## src/rtl/ripple_carry_adder32.sv

```systemverilog
// Registered ripple-carry adder: WIDTH single-bit full-adder cells chained bit 0 upward,
// with sum, carry-out and signed overflow captured one cycle after in_valid.

module rca_full_adder (
  input  logic a_i,
  input  logic b_i,
  input  logic c_i,
  output logic s_o,
  output logic co_o
);
  logic p;

  assign p    = a_i ^ b_i;
  assign s_o  = p ^ c_i;
  assign co_o = (a_i & b_i) | (c_i & p);
endmodule

module ripple_carry_adder32 #(
  parameter int WIDTH = 32
) (
  input  logic             clk,
  input  logic             rst_n,
  input  logic [WIDTH-1:0] a,
  input  logic [WIDTH-1:0] b,
  input  logic             cin,
  input  logic             in_valid,
  output logic [WIDTH-1:0] sum,
  output logic             cout,
  output logic             overflow,
  output logic             out_valid
);
  logic [WIDTH:0]   c;
  logic [WIDTH-1:0] s_p0;

  logic [WIDTH-1:0] sum_q, sum_d;
  logic             cout_q, cout_d;
  logic             ovf_q, ovf_d;
  logic             vld_q, vld_d;

  assign c[0] = cin;

  // Stage p0: structural carry ripple, bit 0 to bit WIDTH-1
  for (genvar i = 0; i < WIDTH; i++) begin : g_fa
    rca_full_adder u_fa (
      .a_i  (a[i]),
      .b_i  (b[i]),
      .c_i  (c[i]),
      .s_o  (s_p0[i]),
      .co_o (c[i+1])
    );
  end

  always_comb begin
    sum_d  = sum_q;
    cout_d = cout_q;
    ovf_d  = ovf_q;
    vld_d  = 1'b0;
    if (in_valid) begin
      sum_d  = s_p0;
      cout_d = c[WIDTH];
      // Carry into and out of the sign bit disagree only on signed overflow
      ovf_d  = c[WIDTH] ^ c[WIDTH-1];
      vld_d  = 1'b1;
    end
  end

  // Stage p1: output registers; reset takes priority over a capture
  always_ff @(posedge clk) begin
    if (!rst_n) begin
      sum_q  <= '0;
      cout_q <= 1'b0;
      ovf_q  <= 1'b0;
      vld_q  <= 1'b0;
    end else begin
      sum_q  <= sum_d;
      cout_q <= cout_d;
      ovf_q  <= ovf_d;
      vld_q  <= vld_d;
    end
  end

  assign sum       = sum_q;
  assign cout      = cout_q;
  assign overflow  = ovf_q;
  assign out_valid = vld_q;
endmodule

```

## config.mk

```make
export PLATFORM = sky130hd
export DESIGN_NAME = ripple_carry_adder32
export DESIGN_NICKNAME = d
export VERILOG_FILES = /design/src/rtl/ripple_carry_adder32.sv
export SDC_FILE = /design/constraint.sdc
export NUM_CORES = 1
export LEC_CHECK = 0
export CAP_MARGIN = 15
export CORE_UTILIZATION = 40
export CTS_CLUSTER_SIZE = 24
export DETAILED_ROUTE_END_ITERATION = 8
export PLACE_DENSITY = 0.82
export SLEW_MARGIN = 10
export SYNTH_ARGS = -nofsm -noshare
export SYNTH_HDL_FRONTEND = slang
export SYNTH_SLANG_ARGS = --single-unit
```

## constraint.sdc

```tcl
create_clock -name clk -period 20 [get_ports clk]
set_input_delay 4 -clock clk [delete_from_list [all_inputs] [get_ports clk]]
set_output_delay 4 -clock clk [all_outputs]
set_load 0.03 [all_outputs]
```

# Word level (Yosys, flattened, before mapping)
# Index checks and enable logic that the tools add are counted.
dict set report totals {
  input_bits 68
  output_inout_bits 35
  regBits 35
  wordCells 166
  ramBits 0
  rom_bits 0
  latch_bits 0
  memories 0
}
dict set report classes {
  add_sub_neg 0
  n_shift 0
  reduce_logical 0
  div_mod_pow 0
  n_mul 0
  order_cmp 0
  n_eq_ne 0
  n_bitwise 161
  n_mux 1
}
# op n
set ops {}
lappend ops {{$xor 1x1->1} 65}
lappend ops {{$and 1x1->1} 64}
lappend ops {{$or 1x1->1} 32}
lappend ops {{$mux 1} 1}

# Depth between registers and ports, before layout
# Gate-level depths: netlist of the first run.
dict set report logic_depth {
  word_depth 66
  depth_mapped 37
  ltp_nobuf 37
}

# Cells and area by module
# From an unflattened synthesis of the first run, not the netlist that was laid out.
dict set report hier_totals {
  cells_unflattened 144
  hier_area_um2 1986.9
}
# module seq_area_each_um2 cells_each instances area_per_inst_um2
set by_module_without_submodules {}
lappend by_module_without_submodules {ripple_carry_adder32 700.7 112 1 1346.3}
lappend by_module_without_submodules {rca_full_adder 0.0 1 32 20.0}

# Worst setup path before layout of the first run
# No wires, ideal clock.
dict set report synth_timing {
  kind {input-to-reg}
  from {input a[0]}
  to {register sum_q[31] (netlist: sum[31])}
  t_required_ns 19.942
  setup_slack_ns 3.616
  arrival_time_ns 16.326
  n_path_buf 0
  path_stages 37
  setup_ns 0.058
  cell_sequence {fa_1 -> fa_1 -> fa_1 -> fa_1 -> fa_1 -> fa_1 -> fa_1 -> fa_1 -> fa_1 -> inv_1 -> fa_1 -> inv_1 -> fa_1 -> fa_1 -> fa_1 -> fa_1 -> fa_1 -> fa_1 -> fa_1 -> fa_1 -> fa_1 -> fa_1 -> fa_1 -> fa_1 -> fa_1 -> fa_1 -> fa_1 -> fa_1 -> fa_1 -> fa_1 -> fa_1 -> fa_1 -> fa_1 -> inv_1 -> fa_1 -> nand2_1 -> o211a_1}
}
dict set report synth_via {
  elab_chain_len 64
  word_cells_on_any_way 65
  classes_between {bitwise: 65}
}
# element line
set synth_rtl {}
lappend synth_rtl {{start, declared} 23} ;# input logic [WIDTH-1:0] a,
lappend synth_rtl {{$xor 1x1->1} 13} ;# assign p = a_i ^ b_i;
lappend synth_rtl {{$and 1x1->1} 15} ;# assign co_o = (a_i & b_i) | (c_i & p);
lappend synth_rtl {{$or 1x1->1 (*)} 15}
lappend synth_rtl {{$and 1x1->1 (*)} 15}
lappend synth_rtl {{$or 1x1->1 (*)} 15}
lappend synth_rtl {{$and 1x1->1 (*)} 15}
lappend synth_rtl {{$or 1x1->1 (*)} 15}
lappend synth_rtl {{$and 1x1->1 (*)} 15}
lappend synth_rtl {{[... 48 more ...]} --}
lappend synth_rtl {{$or 1x1->1 (*)} 15}
lappend synth_rtl {{$and 1x1->1 (*)} 15}
lappend synth_rtl {{$or 1x1->1 (*)} 15}
lappend synth_rtl {{$and 1x1->1 (*)} 15}
lappend synth_rtl {{$or 1x1->1 (*)} 15}
lappend synth_rtl {{$and 1x1->1 (*)} 15}
lappend synth_rtl {{$or 1x1->1 (*)} 15}
lappend synth_rtl {{$xor 1x1->1 (*)} 14} ;# assign s_o = p ^ c_i;
lappend synth_rtl {{end signal, assigned} 75} ;# sum_q <= sum_d;
lappend synth_rtl {{end, declared} 35} ;# logic [WIDTH-1:0] sum_q, sum_d;
# Mark *: on every way between the ends. The rest lies on a longest branch, timed or not.
# A chain may end at the register's enable or synchronous reset.

# Worst setup path in the final report of the first run
# Same ends and word-level chain as after synthesis.

==> results.md, run 1 <==
- FF-to-FF End: overflow$_SDFFE_PN0P_
- Area grow syn2layout: 55.83%
- Main area contributors after synthesis: dfxtp_1, fa_1, mux2i_1
- CTS tree: done
- Final WL: ~4300 um
- Die Ht: around 73 um
- Post-synth EDFFs: 0
- Number of core rows: 25
- Sequential share of the synthesized area: 0.3513
- GRT overflow: 0
- Unrepaired setup endpoints after global routing: false
- Root Driver: clkbuf_8
- Arr. time, crit path: 17.38 ns
- Min-Delay Path Class: reg2reg
- Final routed DRC violation total: 0
- Die Area: approximately 0.0053 mm2
- Combinational family with the most area after synthesis: adder cells
- Clock Latency Late Sink: roughly 0.29 ns
- Syn_area_per_cell: roughly 13 um2
- Worst R2R Start: overflow$_SDFFE_PN0P_
- Slew Viols, Final: 0
- Setup TNS: 0 ns
- Synth top cells by count: dfxtp_1, fa_1, nor2b_1
- Met2 usage: 0.2897
- # IOs: 103
- CP startpoint kind: input pin
- Seq cells post-synth: 35
- Max clock buf depth: 2
- Most common cell in the netlist: dfxtp_1
- Vias in the first global route: between 1000 and 1500
- Reg2Reg Depth: 2
- Hold path depth: 1
- Fin Hold WS: between 0.4 and 0.5 ns
- CP endpoint kind: register
- Worst Hold End: sum[31]$_SDFFE_PN0P_
- Gp weighted congestion: 0.7010
- Gr usage total: 0.1737
- Crit path max-delay cell type: fa_1
- CP peak stage delay: 0.45 ns
- Crit path kind: in2reg
- Syn nets: about 250
- Reg2reg setup slack: between 15 and 20 ns
- Worst EP required: 20.23 ns
- Outcome: finished clean
- Routed vias/inst: 4.458
- Post-Synth Adder-Cell Area: 0.3212
- First-pass GRT wire length: slightly below 7000 um
- Crit-path most repeated cell: fa_1
- DR vias: between 1000 and 1500
- XOR/XNOR share of the synthesized area: 0.004391
- CTS HTree Levels: 2
- Initial DRT Pass Iterations: 4
- Worst-path clk slew: 0.07 ns
- CP Max Fanout: 2
- Yosys warning total: 0
- CTS buffer count: 5
- Met3 usage: 0.04420
- Largest area contributor in the netlist: dfxtp_1
- Starting Density: 0.4195
- CTS resizes: 0
- Netlist Area Pre-Place: around 0.002 mm2
- Initial antenna violation count: 0
- Post-synthesis cell count: 151
- Total power density per cell area: between 60 and 70 mW/mm2
- Max Clk Rate: around 60 MHz
- Sink Count: 35
- Post-synthesis mux area share: 0.1506
- Core area: 0.004755 mm2
- Most used routing layer: met2
- Slew HR: 0.3035
- Min-delay src: sum[31]$_SDFFE_PN0P_
- Final period util: 0.8570
- Synth Area in Simple Gates: 0.1060
- Yosys cell types: 14
- Clock skew: 0 ns
- Final Hold Viols: 0
- Mean routed wirelength per cell: about 13 um
- Largest net degree at the start of global routing: 39
- Setup Fix Bufs, Post-CTS: 0
- Main synth FF type: dfxtp_1
- Max Cap Viol: 0
- Final nets: roughly 350
- N_diodes: 0
- Final min period: about 17 ns
- Worst slew pin tran: 1.041 ns
- I/O Buffers: between 100 and 150
- Layout cells sized above 1: 0.02756
- Die width: roughly 73 um
- Hpwl dp: roughly 3400 um
- Antenna Nets Post-Route: 0
- Synth Area in Compound Gates: 0.01945
- # setup viols final: 0
- Buf+Inv Stages, Crit Path: 4
- Worst vdd ir: roughly 0.000034 V
- Delay-heaviest family, CP: adder cells
- Share of flip-flops with an asynchronous set or reset: 0
- # hold bufs at CTS: 0
- Initial DRC Count: 35
- Synth top area share: 0.3513
- Leakage: ~1.3 nW
- M1 GR Usage: 0.2169
## placed cells by master (no fill, tap or decap)
master and count:
xnor2_1 1, clkinv_2 1, fa_1 32, clkdlybuf4s50_1 101, clkbuf_8 5, buf_2 1
clkbuf_1 2, nand2_1 3, mux2i_1 30, a22o_1 1, dfxtp_1 35, and2_1 1
inv_1 7, o211a_1 3, nor2b_1 31
## kinds of logic (layout without fill, tap and decap cells)
family                     count (synthesis)  count (layout)
DFF                                       35              35
and+or+nand+nor                           35              35
adders and majority gates                 32              32
muxes                                     30              30
buffers and inverters                     14             117
AOI/OAI and AO/OA                          4               4
xor gates and xnor gates                   1               1
## cell type report
cell class / instances / area, um2
fillers: 397 / 1647
multi-input cells: 102 / 1200
repair buffers: 102 / 1016
flip-flops and latches: 35 / 700.7
well taps: 67 / 83.83
clock buffers: 7 / 76.32
inverters: 7 / 26.28
clock inverters: 1 / 5.005
## metal layers
metal,routed length [um],part of all wire
met1,1756,0.41
met2,2195,0.51
met3,287,0.066
met4,87,0.020
met5,0,0
## metrics by stage
stage	util	area, um2	total power [mW]	worst slack, ns	std cells
floorplan	-	1994	0.1235	3.616	151
global placement	0.6366	3027	0.1580	2.663	313
detailed placement	0.6366	3027	0.1599	2.545	313
CTS	0.6537	3108	0.2101	2.802	321
global route	0.6537	3108	0.2203	2.383	321
finish	0.6537	3108	0.2070	2.859	321
## state kept, by name, indices dropped and copies added (netlist names)
signal     flops
sum           32
overflow       1
cout           1
out_valid      1
## where the power goes
part           leakage (nW)  internal, mW  switching (mW)
logic                 0.935        0.0397          0.0368
clock network        0.0422        0.0244          0.0251
registers             0.289        0.0774         0.00371
## worst max-delay path by stage
stage	slack, ns	depth (start not counted)	start	endpoint
global placement	2.66	38	a[0]	sum[31]$_SDFFE_PN0P_
finish	2.86	38	a[0]	sum[31]$_SDFFE_PN0P_
CTS	2.80	38	a[0]	sum[31]$_SDFFE_PN0P_
global route	2.38	38	a[0]	sum[31]$_SDFFE_PN0P_
detailed placement	2.55	38	a[0]	sum[31]$_SDFFE_PN0P_
floorplan	3.62	37	a[0]	sum[31]$_SDFFE_PN0P_
Note: power is estimated with default switching activity, not from simulation.
==> inputs of run 2 (changes only) <==
==> constraint.sdc (replaced) <==
create_clock -name clk -period 20 [get_ports clk]
set_input_delay 6 -clock clk [delete_from_list [all_inputs] [get_ports clk]]
set_output_delay 6 -clock clk [all_outputs]
set_load 0.03 [all_outputs]
==> run 2 against run 1 <==
Via count is 0.98% higher. Maximum frequency is 10% lower. Critical endpoint unchanged. Sequential power hardly changed. Core utilization is 0.76 points higher. Final cell count stayed put. Highest routed layer unchanged. Clock skew stayed put. Worst setup slack worse by 1.9 ns. Combinational power is 0.5% lower. Sequential share of layout area is 0.26 points lower.
==> results.md, run 2 (same netlist as run 1, synthesis figures left out) <==
- Leakage: 1.285 nW (was 1.266 nW)
- I/O Buffers: 102 (unchanged)
- Pwr Total: 0.2223 mW (was 0.2070 mW)
- CTS buffer count: 5 (unchanged)
- Largest net degree at the start of global routing: 39 (unchanged)
- Crit path max-delay cell type: fa_1 (unchanged)
- Reg2Reg Depth: 2 (unchanged)
- Clock Latency Late Sink: 0.28 ns (was 0.29 ns)
- Min-Delay Path Class: reg2reg (unchanged)
- Worst R2R Start: overflow$_SDFFE_PN0P_ (unchanged)
- CP endpoint kind: register (unchanged)
- Final core occ: 0.6613 (was 0.6537)
- Setup crit end: sum[31]$_SDFFE_PN0P_ (unchanged)
- Clock power frac: 0.294 (was 0.239)
- Max Cap Viol: 0 (unchanged)
- Vias in the first global route: 1496 (was 1455)
- Register area: 700.7 um2 (unchanged)
- Final Hold Viols: 0 (unchanged)
- CP peak stage delay: 0.45 ns (about the same)
- Slew HR: 0.3196 (was 0.3035)
- Worst slew pin tran: 1.017 ns (was 1.041 ns)
- Setup Fix Bufs, Post-CTS: 0 (unchanged)
- Initial DRC Count: 37 (was 35)
- Routed vias/inst: 4.502 (was 4.458)
- Unrepaired setup endpoints after global routing: false (unchanged)
- Root Driver: clkbuf_8 (unchanged)
- GRT overflow: 0 (unchanged)
- Reg power frac: 0.364 (was 0.392)
- Combinational fraction of design power: 0.342 (was 0.369)
- Max FFs per register: 32 (unchanged)
- Layout cells sized above 1: 0.03543 (was 0.02756)
- Core area: 0.004755 mm2 (unchanged)
- CP startpoint kind: input pin (unchanged)
- Uppermost layer routed: met4 (unchanged)
- Area grow syn2layout: 57.65% (was 55.83%)
- Outcome: finished clean (unchanged)
- Mean routed wirelength per cell: 13.01 um (was 13.48 um)
- Most frequent cells in the layout: clkdlybuf4s50_1, dfxtp_1, fa_1 (unchanged)
- CTS HTree Levels: 2 (unchanged)
- Worst vdd ir: 0.00004043 V (was 0.00003377 V)
- Antenna Nets Post-Route: 0 (unchanged)
- Sink Count: 35 (unchanged)
- Multi-input logic area: 0.001200 mm2 (unchanged)
- Filler cells: 396 (was 397)
- Commonest non-fill, non-tap cell in the layout: clkdlybuf4s50_1 (unchanged)
- Slew Viols, Final: 0 (unchanged)
- CTS tree: done (unchanged)
- Clock skew: 0 ns (unchanged)
- Gp weighted congestion: 0.7385 (was 0.7010)
- # setup viols final: 0 (unchanged)
- Starting Density: 0.4195 (unchanged)
- Die Ht: 72.61 um (unchanged)
- Switching pwr: 0.06505 mW (was 0.06555 mW)
- Final WL: 4175 um (was 4326 um)
- CP Max Fanout: 2 (unchanged)
- Routed met1 length: 1756 um (unchanged)
- Final min period: 19.08 ns (was 17.14 ns)
- Setup TNS: 0 ns (unchanged)
- Worst Setup SP: a[0] (unchanged)
- Gr usage total: 0.1675 (was 0.1737)
- Number of core rows: 25 (unchanged)
- Worst setup margin: 0.9198 ns (was 2.859 ns)
- Die width: 72.61 um (unchanged)
- First-pass GRT wire length: 6575 um (was 6775 um)
- Arr. time, crit path: 19.31 ns (was 17.38 ns)
- Worst-path clk slew: 0.07 ns (about the same)
- Crit path kind: in2reg (unchanged)
- Final routed DRC violation total: 0 (unchanged)
- N_diodes: 0 (unchanged)
- Max clock buf depth: 2 (unchanged)
- Hpwl dp: 3274 um (was 3363 um)
- # IOs: 103 (unchanged)
- Worst Setup Slack post-DPL: 0.6110 ns (was 2.545 ns)
- Die Area: 0.005272 mm2 (unchanged)
- Crit-path most repeated cell: fa_1 (unchanged)
- DR vias: 1445 (was 1431)
- P_int: 0.1573 mW (was 0.1415 mW)
- Max Clk Rate: 52.41 MHz (was 58.34 MHz)
- Dpl cells: 313 (unchanged)
- Initial DRT Pass Iterations: 2 (was 4)
- Initial antenna violation count: 0 (unchanged)
- Reg2reg setup slack: 19.20 ns (about the same)
- Switching portion of total power: 0.2926 (was 0.3166)
- Final Non-Filler Cells: 321 (unchanged)
- Final nets: 353 (unchanged)
- Total power density per cell area: 70.71 mW/mm2 (was 66.62 mW/mm2)
- Worst EP required: 20.23 ns (about the same)
- FF-to-FF End: overflow$_SDFFE_PN0P_ (unchanged)
- Met2 WL: 2032 um (was 2195 um)
- Met3 WL: 313 um (was 287 um)
- CTS resizes: 0 (unchanged)
- # hold bufs at CTS: 0 (unchanged)
- Final period util: 0.9540 (was 0.8570)
run 2: cell count changes in the layout (fill, tap and decap cells not counted):
| cell | before | now |
|---|---|---|
| bufinv_16 | 0 | 1 |
| clkbuf_1 | 2 | 0 |
| clkbuf_8 | 5 | 6 |
run 2: final cells by class:
class                   instances  area share
clock buffers                   6     0.02626
clock inverters                 2     0.01114
inverters                       7    0.008357
multi-input cells             102      0.3816
flip-flops and latches         35      0.2228
well taps                      67     0.02666
repair buffers                102      0.3231
run 2: worst min-delay path by stage:
stage / startpoint / endpoint / slack [ns] / depth (start not counted)
4_1_cts: sum[31]$_SDFFE_PN0P_ / sum[31]$_SDFFE_PN0P_ / 0.49 / 1
5_1_grt: sum[9]$_SDFFE_PN0P_ / sum[9]$_SDFFE_PN0P_ / 0.51 / 1
3_3_place_gp: sum[31]$_SDFFE_PN0P_ / sum[31]$_SDFFE_PN0P_ / 0.47 / 1
2_1_floorplan: sum[10]$_SDFFE_PN0P_ / sum[10]$_SDFFE_PN0P_ / 0.64 / 2
6_report: sum[31]$_SDFFE_PN0P_ / sum[31]$_SDFFE_PN0P_ / 0.48 / 1
3_5_place_dp: sum[31]$_SDFFE_PN0P_ / sum[31]$_SDFFE_PN0P_ / 0.47 / 1
run 2: worst max-delay path, delay by kind of cell:
family	cells	cell delay, ns
AND/OR/NAND/NOR	1	0.07
AO/OA/AOI/OAI	1	0.14
adder cells (fa/ha/maj)	32	12.43
buffers and inverters	4	0.66
run 2: layer usage:
metal	vias up	global-route usage
li1	683	-
met1	698	0.2142
met2	56	0.2658
met3	8	0.04420
met4	0	0.07843
met5	-	0
run 2: power by group through the flow:
stage	clock [mW]	sequential (mW)	combinational (mW)
final	0.0653	0.0810	0.0760
after global placement	0	0.0824	0.0753
after detailed placement	0	0.0826	0.0766
after global routing	0.0705	0.0820	0.0829
after CTS	0.0676	0.0811	0.0769
after floorplan	0	0.0975	0.0259
run 2: metrics by stage:
stage	hold slack (ns)	cell area, um2
final	0.4843	3144
after floorplan	0.6404	1994
after global routing	0.5129	3144
after global placement	0.4666	3027
after detailed placement	0.4725	3027
after CTS	0.4897	3144
==> inputs of run 3 (changes only) <==
Settings changed: CTS_BUF_LIST from default to sky130_fd_sc_hd__clkbuf_4 sky130_fd_sc_hd__clkbuf_8 sky130_fd_sc_hd__clkbuf_16.
==> results of run 3 <==
The final DEF is identical to that of run 2; final timing and power are the same.
